## config.mk

```make
export PLATFORM = sky130hd
export DESIGN_NAME = tpu_output_drain
export DESIGN_NICKNAME = d
export VERILOG_FILES = /design/src/rtl/tpu_pkg.sv /design/src/rtl/tpu_requant.sv /design/src/rtl/tpu_output_drain.sv
export SDC_FILE = /design/constraint.sdc
export NUM_CORES = 1
export LEC_CHECK = 0
export BUFFER_PORTS_ARGS = -buffer_cell sky130_fd_sc_hd__buf_2
export CORE_ASPECT_RATIO = 0.6
export CORE_MARGIN = 2
export CORE_UTILIZATION = 60
export CTS_CLUSTER_SIZE = 30
export DETAILED_ROUTE_END_ITERATION = 8
export GPL_TIMING_DRIVEN = 0
export MAX_ROUTING_LAYER = met4
export PLACE_DENSITY = 0.85
export SLEW_MARGIN = 20
export SYNTH_ARGS = -nofsm -noshare
export SYNTH_HDL_FRONTEND = slang
export SYNTH_SLANG_ARGS = --single-unit
```

## constraint.sdc

```tcl
create_clock -name clk -period 37.8 [get_ports clk]
set_input_delay 3.78 -clock clk [delete_from_list [all_inputs] [get_ports clk]]
set_output_delay 3.78 -clock clk [all_outputs]
set_load 0.01 [all_outputs]
```

## src/rtl/tpu_pkg.sv

```systemverilog
// Shared TPU datapath types, widths and the INT32->INT8 requantization function.
package tpu_pkg;

  localparam int unsigned TPU_ACC_W   = 32;
  localparam int unsigned TPU_OUT_W   = 8;
  localparam int unsigned TPU_SHIFT_W = 5;

  localparam logic signed [TPU_OUT_W-1:0] INT8_MAX = 8'sd127;
  localparam logic signed [TPU_OUT_W-1:0] INT8_MIN = -8'sd128;

  typedef enum logic {
    ST_IDLE  = 1'b0,
    ST_DRAIN = 1'b1
  } drain_state_e;

  // Round-half-up arithmetic shift followed by INT8 saturation (default widths).
  function automatic logic signed [TPU_OUT_W-1:0] requant(
    input logic signed [TPU_ACC_W-1:0]   acc,
    input logic        [TPU_SHIFT_W-1:0] sh
  );
    logic signed [TPU_ACC_W:0] v;
    logic signed [TPU_ACC_W:0] rnd;
    v   = $signed({acc[TPU_ACC_W-1], acc});
    rnd = '0;
    if (sh != '0) begin
      rnd = (TPU_ACC_W + 1)'(1) << (sh - TPU_SHIFT_W'(1));
    end
    v = (v + rnd) >>> sh;
    if (v > (TPU_ACC_W + 1)'(INT8_MAX)) begin
      return INT8_MAX;
    end
    if (v < (TPU_ACC_W + 1)'(INT8_MIN)) begin
      return INT8_MIN;
    end
    return v[TPU_OUT_W-1:0];
  endfunction

endpackage

```

## src/rtl/tpu_requant.sv

```systemverilog
// Combinational round-shift-saturate of one signed accumulator to a narrow signed element.
module tpu_requant
  import tpu_pkg::*;
#(
  parameter int unsigned ACC_W   = TPU_ACC_W,
  parameter int unsigned OUT_W   = TPU_OUT_W,
  parameter int unsigned SHIFT_W = TPU_SHIFT_W
) (
  input  logic [ACC_W-1:0]   acc,
  input  logic [SHIFT_W-1:0] shift,
  output logic [OUT_W-1:0]   data_c
);

  // One extra bit so the rounding add can never overflow.
  localparam int unsigned EXT_W = ACC_W + 1;
  localparam logic signed [EXT_W-1:0] SAT_MAX = {{(EXT_W - OUT_W + 1){1'b0}}, {(OUT_W - 1){1'b1}}};
  localparam logic signed [EXT_W-1:0] SAT_MIN = ~SAT_MAX;

  logic signed [EXT_W-1:0] acc_ext;
  logic signed [EXT_W-1:0] rnd;
  logic signed [EXT_W-1:0] shifted;

  // Add half an LSB of the result, shift arithmetically, then clamp.
  always_comb begin
    acc_ext = $signed({acc[ACC_W-1], acc});
    rnd     = '0;
    if (shift != '0) begin
      rnd = EXT_W'(1) << (shift - SHIFT_W'(1));
    end
    shifted = (acc_ext + rnd) >>> shift;
    if (shifted > SAT_MAX) begin
      data_c = SAT_MAX[OUT_W-1:0];
    end else if (shifted < SAT_MIN) begin
      data_c = SAT_MIN[OUT_W-1:0];
    end else begin
      data_c = shifted[OUT_W-1:0];
    end
  end

endmodule

```

## src/rtl/tpu_output_drain.sv

```systemverilog
// Captures N column accumulators on a result event and streams them out requantized, one per transfer.
module tpu_output_drain
  import tpu_pkg::*;
#(
  parameter int unsigned N     = 8,
  parameter int unsigned ACC_W = TPU_ACC_W,
  parameter int unsigned OUT_W = TPU_OUT_W
) (
  input  logic                    clk,
  input  logic                    rst,
  input  logic [N*ACC_W-1:0]      acc_in,
  input  logic                    acc_valid,
  input  logic [TPU_SHIFT_W-1:0]  shift,
  output logic [OUT_W-1:0]        out_data,
  output logic                    out_valid,
  input  logic                    out_ready,
  output logic [$clog2(N)-1:0]    out_index,
  output logic                    out_last,
  output logic                    busy,
  output logic                    drain_done,
  output logic                    overrun
);

  localparam int unsigned IDX_W = $clog2(N);
  localparam logic [IDX_W-1:0] LAST_IDX = IDX_W'(N - 1);

  drain_state_e            state_q;
  drain_state_e            state_d;
  logic [IDX_W-1:0]        idx_q;
  logic                    acc_valid_q;
  logic [N*ACC_W-1:0]      cap_q;
  logic [TPU_SHIFT_W-1:0]  shift_q;
  logic                    drain_done_q;
  logic                    overrun_q;

  logic                    evt_c;
  logic                    xfer_c;
  logic                    capture_c;
  logic [ACC_W-1:0]        elem_c;
  logic [OUT_W-1:0]        req_c;

  assign evt_c  = acc_valid & ~acc_valid_q;
  assign xfer_c = out_valid & out_ready;
  assign elem_c = cap_q[idx_q*ACC_W +: ACC_W];

  assign drain_done = drain_done_q;
  assign overrun    = overrun_q;

  tpu_requant #(
    .ACC_W   (ACC_W),
    .OUT_W   (OUT_W),
    .SHIFT_W (TPU_SHIFT_W)
  ) u_requant (
    .acc    (elem_c),
    .shift  (shift_q),
    .data_c (req_c)
  );

  // State register.
  always_ff @(posedge clk) begin
    if (rst) begin
      state_q <= ST_IDLE;
    end else begin
      state_q <= state_d;
    end
  end

  // Next state: start a drain on an event, return to idle after the last element transfers.
  always_comb begin
    state_d = state_q;
    case (state_q)
      ST_IDLE:  if (evt_c) state_d = ST_DRAIN;
      ST_DRAIN: if (xfer_c && (idx_q == LAST_IDX)) state_d = ST_IDLE;
      default:  state_d = ST_IDLE;
    endcase
  end

  // Stream outputs decoded from state; out_data is the requantized element at idx.
  always_comb begin
    out_valid = 1'b0;
    busy      = 1'b0;
    out_index = '0;
    out_last  = 1'b0;
    out_data  = '0;
    capture_c = 1'b0;
    case (state_q)
      ST_IDLE: capture_c = evt_c;
      ST_DRAIN: begin
        out_valid = 1'b1;
        busy      = 1'b1;
        out_index = idx_q;
        out_last  = (idx_q == LAST_IDX);
        out_data  = req_c;
      end
      default: ;
    endcase
  end

  // Edge detector, element index, completion pulse and sticky overrun flag.
  always_ff @(posedge clk) begin
    if (rst) begin
      acc_valid_q  <= 1'b0;
      idx_q        <= '0;
      drain_done_q <= 1'b0;
      overrun_q    <= 1'b0;
    end else begin
      acc_valid_q  <= acc_valid;
      drain_done_q <= xfer_c && (idx_q == LAST_IDX);
      if (evt_c && (state_q == ST_DRAIN)) begin
        overrun_q <= 1'b1;
      end
      if (capture_c) begin
        idx_q <= '0;
      end else if (xfer_c) begin
        idx_q <= (idx_q == LAST_IDX) ? '0 : idx_q + IDX_W'(1);
      end
    end
  end

  // Capture buffer; holds its contents for the whole drain, events during a drain are ignored.
  always_ff @(posedge clk) begin
    if (capture_c) begin
      cap_q   <= acc_in;
      shift_q <= shift;
    end
  end

endmodule
```

==> results.txt <==
* Pleak: 6.82 nW
- Flop-to-flop setup slack: 35.20 ns
- The first detailed-routing pass ran for 6 iterations.
- Setup repair after global routing left no endpoint under its margin.
- 281 I/O pins were placed.
* Met1 track demand over resource: 0.588
- Crit path launch type: flop
- Core Area: 25,100 um2
- First-pass GRT wire length: 78.2 mm
- Post-cts hold buffer count: 0
- Measured against the total synthesized area, the mux share comes to 0.144.
- Via count: 12,800
- Combinational family with the most area after synthesis: multiplexers
* Met3 track utilization from global routing: 0.107
- The clock net in this run drives a total of 268 sinks.
- Die extent in x: 210 um
- EDFF count, synth: 261
- Summed over all layers, the global routing overflow is 0.
- Weighted congestion at the end of routability-driven global placement: 1.00
* Cell taking the most area after synthesis: sky130_fd_sc_hd__edfxtp_1
- The via count of the first global-routing pass was 12,300.
* Fraction of final layout cells with drive strength greater than 1: 0.355
* Slew at the pin closest to its max-slew limit: 1.06 ns
- The number of pins with negative max-slew slack in the final report came to 0.
- In this run, synthesis produced a sequential element count of 268.
- Final clock skew: 0.0155 ns
- The run finished with clean final reports.
- By startpoint and endpoint, the worst setup path is classified as flop to primary output.
- Main area contributors after synthesis: sky130_fd_sc_hd__edfxtp_1, sky130_fd_sc_hd__mux4_2, sky130_fd_sc_hd__ha_1, sky130_fd_sc_hd__mux2_2, sky130_fd_sc_hd__nand2_1
* Accumulated negative setup slack: 0 ns
* Post-CTS Setup Inserts: 0
- Dividing the final minimum period by the clock period gives 0.327.
* Floorplan row count: 45
- Peak-usage layer in the global routing report: met2
- Critical-path maximum fanout: 10
- CTS HTree Levels: 1
* Most common flop cell mapped by yosys: sky130_fd_sc_hd__edfxtp_1
* Worst hold path type: flop to flop
- Share of flip-flops with an asynchronous set or reset: 0
* Starting density of the core: 0.607
- In the final design database the tool counted 1,808 nets.
* Area growth syn-to-layout: 18.7%
- For this block, the routed nets add up to 54.7 mm of wire.
- Xor and xnor area share after synthesis: 0.0188
- IR analysis of the VDD net gives a maximum drop of 0.0000361 V.
* Final Hold Fails: 0
* Maximum buffer depth of the clock tree: 3
- Wire length per cell: 29.5 um
- Final critical-path required period: 12.36 ns
- Unique cell type count in the Yosys netlist: 110
- Input and output buffers added on the ports amount to 280.
- Area share of the largest cell type after synthesis: 0.514
* Remaining antenna violation count after routing: 0
- The detailed router finished its first iteration with 1,975 violations.
- Number of instances in the synthesized netlist: 1,173
- For this run, the total global-route usage over all layers was measured as 0.412.
- The number of nets handed over by synthesis was 1,473.
* Half-perimeter wire length after placement: 40.1 mm
- Summing every instance area after synthesis gives 15,200 um2.
- For this run, the register share of the synthesized area comes to 0.523.
* Mean instance size in the synthesized netlist: 13.0 um2
- STA classifies the critical path endpoint as a primary output.
- In this run the tightest slew margin relative to its limit is 0.293.
- Clock tree synthesis selected as its root buffer the cell sky130_fd_sc_hd__clkbuf_16.
- Ratio of routed vias to standard cells: 6.88
- Crit path DAT: 8.58 ns
- In this run the vertical extent of the chip is 127 um.
- Max-cap violations in this run came to 0.
- Setup violations remaining at the end of the flow were counted as 0.
- TritonCTS clock tree: built
- TritonCTS created 24 clock buffers.
- For the worst-skew pair, the clock arrives at the later sink with an insertion delay of 0.54 ns.
* Simple-gate share of the synthesized area: 0.106
- Post-synthesis adder-cell area fraction: 0.0292
- For met2 alone, demand over resource in global routing was 0.605.
* Maximum number of pins on one net before global-route repair: 16
- STA puts the critical path data required time at 34.02 ns.
* Pwr per Cell Area: 41.4 nW/um2
* Fraction of the mapped netlist area in compound gates: 0.143
- Layout fillers: 1,661
- Antenna violations before repair: 5
- Clock-pin transition on the worst setup and hold timing paths: 0.07 ns
- For this run, design rule violations remaining after detail routing come to 0.
* CTS-repair resized insts: 0
- Derived from the worst setup path, the maximum achievable clock frequency is 80.9 MHz.
* Total power: 0.748 mW
- Synth warnings: 0
- Die Footprint: 26,700 um2
==> registers in the layout (all words and copies together), names as in the netlist <==
| name | count |
|---|---|
| drain_done | 1 |
| state_q | 1 |
| cap_q | 256 |
| acc_valid_q | 1 |
| idx_q | 3 |
| overrun | 1 |
| shift_q | 5 |
==> path summary, 6_finish.rpt <==
check                       start                    to  cells past startpoint
max          shift_q[2]$_DFFE_PP_           out_data[6]                     23
min          overrun$_SDFFE_PP0P_  overrun$_SDFFE_PP0P_                      2
max reg2reg    state_q$_SDFF_PP0_  cap_q[201]$_DFFE_PP_                      8
min reg2reg  overrun$_SDFFE_PP0P_  overrun$_SDFFE_PP0P_                      2
==> power breakdown <==
part	total, mW	internal (mW)	switching, mW	leakage (nW)
registers	0.354	0.347	0.00668	2.52
clock network	0.252	0.137	0.114	0.375
logic	0.142	0.0555	0.0867	3.92
==> Yosys cell counts (9+ instances only) <==
cell / number
sky130_fd_sc_hd__xnor2_1: 22
sky130_fd_sc_hd__inv_1: 17
sky130_fd_sc_hd__clkbuf_1: 28
sky130_fd_sc_hd__o21ai_1: 15
sky130_fd_sc_hd__nor3_1: 23
sky130_fd_sc_hd__nand2_1: 96
sky130_fd_sc_hd__and2_1: 9
sky130_fd_sc_hd__buf_1: 12
sky130_fd_sc_hd__ha_1: 34
sky130_fd_sc_hd__o21ai_0: 32
sky130_fd_sc_hd__nand3_1: 19
sky130_fd_sc_hd__mux4_2: 70
sky130_fd_sc_hd__nor2_1: 92
sky130_fd_sc_hd__a31oi_1: 13
sky130_fd_sc_hd__mux2i_1: 23
sky130_fd_sc_hd__nand4_1: 13
sky130_fd_sc_hd__edfxtp_1: 261
sky130_fd_sc_hd__a21o_1: 10
sky130_fd_sc_hd__mux2_2: 32
sky130_fd_sc_hd__clkbuf_8: 12
sky130_fd_sc_hd__a21oi_1: 71
sky130_fd_sc_hd__buf_2: 12
sky130_fd_sc_hd__o211ai_1: 26
sky130_fd_sc_hd__a211oi_1: 13
==> worst max-delay path: stages (launching register included) <==
cell,delay (ns)
sky130_fd_sc_hd__edfxtp_1,0.45
sky130_fd_sc_hd__clkbuf_1,0.41
sky130_fd_sc_hd__clkbuf_1,0.56
sky130_fd_sc_hd__clkbuf_8,0.33
sky130_fd_sc_hd__clkbuf_1,0.55
sky130_fd_sc_hd__clkbuf_1,0.59
sky130_fd_sc_hd__nor3_1,0.14
sky130_fd_sc_hd__ha_1,0.30
sky130_fd_sc_hd__buf_2,0.23
sky130_fd_sc_hd__nand4_2,0.19
sky130_fd_sc_hd__nor4_1,0.67
sky130_fd_sc_hd__o211ai_1,0.35
sky130_fd_sc_hd__and3_1,0.33
sky130_fd_sc_hd__o211a_1,0.32
sky130_fd_sc_hd__xnor2_2,0.28
sky130_fd_sc_hd__buf_2,0.31
sky130_fd_sc_hd__nor2_1,0.15
sky130_fd_sc_hd__a32oi_1,0.21
sky130_fd_sc_hd__o311ai_0,0.36
sky130_fd_sc_hd__nor4b_1,0.42
sky130_fd_sc_hd__nand4_1,0.14
sky130_fd_sc_hd__a22o_2,0.33
sky130_fd_sc_hd__a31oi_1,0.21
sky130_fd_sc_hd__buf_2,0.18
==> cells in the final DEF, fill, tap and decap left out, drive strengths merged, types with 15 or more instances in the layout <==
cell type | Yosys | layout
a211oi | 18 | 18
xnor2 | 24 | 24
ha | 34 | 34
edfxtp | 261 | 261
o211ai | 29 | 29
buf | 31 | 339
mux4 | 70 | 70
a21oi | 78 | 78
clkbuf | 41 | 69
nand3 | 19 | 19
nor2 | 97 | 97
mux2i | 24 | 24
mux2 | 33 | 33
o21ai | 51 | 51
nor3 | 24 | 24
nand2 | 96 | 96
inv | 17 | 19
nand4 | 15 | 15
==> layer usage <==
layer	routed length, um	vias to the layer above	share of wire
met4	1410	0	0.026
met5	0	-	0
met1	21500	6201	0.39
li1	-	5358	-
met2	24100	1072	0.44
met3	7700	137	0.14
==> cell type report <==
cell class / count / area [um2] / area share
antenna: 6 / 15.0 / 0.000830
sequential: 268 / 7980 / 0.441
timing repair buffer: 309 / 1640 / 0.0908
clock inverter: 13 / 155 / 0.00858
clock buffer: 27 / 612 / 0.0338
multi-input combinational: 814 / 6730 / 0.372
buffer: 73 / 472 / 0.0261
inverter: 18 / 67.6 / 0.00374
tap: 329 / 412 / 0.0228
==> through the flow <==
| step | setup slack, ns | hold slack (ns) | instance area, um2 | util | std cells |
|---|---|---|---|---|---|
| 6_report | 25.44 | 0.475 | 18100 | 0.720 | 1857 |
| 5_1_grt | 25.19 | 0.508 | 18100 | 0.720 | 1857 |
| 4_1_cts | 25.86 | 0.479 | 18100 | 0.719 | 1850 |
| 3_5_place_dp | 26.60 | 0.462 | 17300 | 0.688 | 1810 |
| 3_3_place_gp | 6.45 | 0.447 | 17100 | 0.679 | 1782 |
| 2_1_floorplan | 13.31 | 0.499 | 15200 | - | 1173 |
==> cell families after synthesis <==
| family | after synthesis |
|---|---|
| other cells | 1 |
| xor+xnor | 31 |
| flops | 268 |
| buf+inv | 91 |
| mux | 127 |
| simple gates | 322 |
| fa+ha+maj | 35 |
| compound gates | 298 |
No activity file was read; power rests on OpenSTA's default activity.
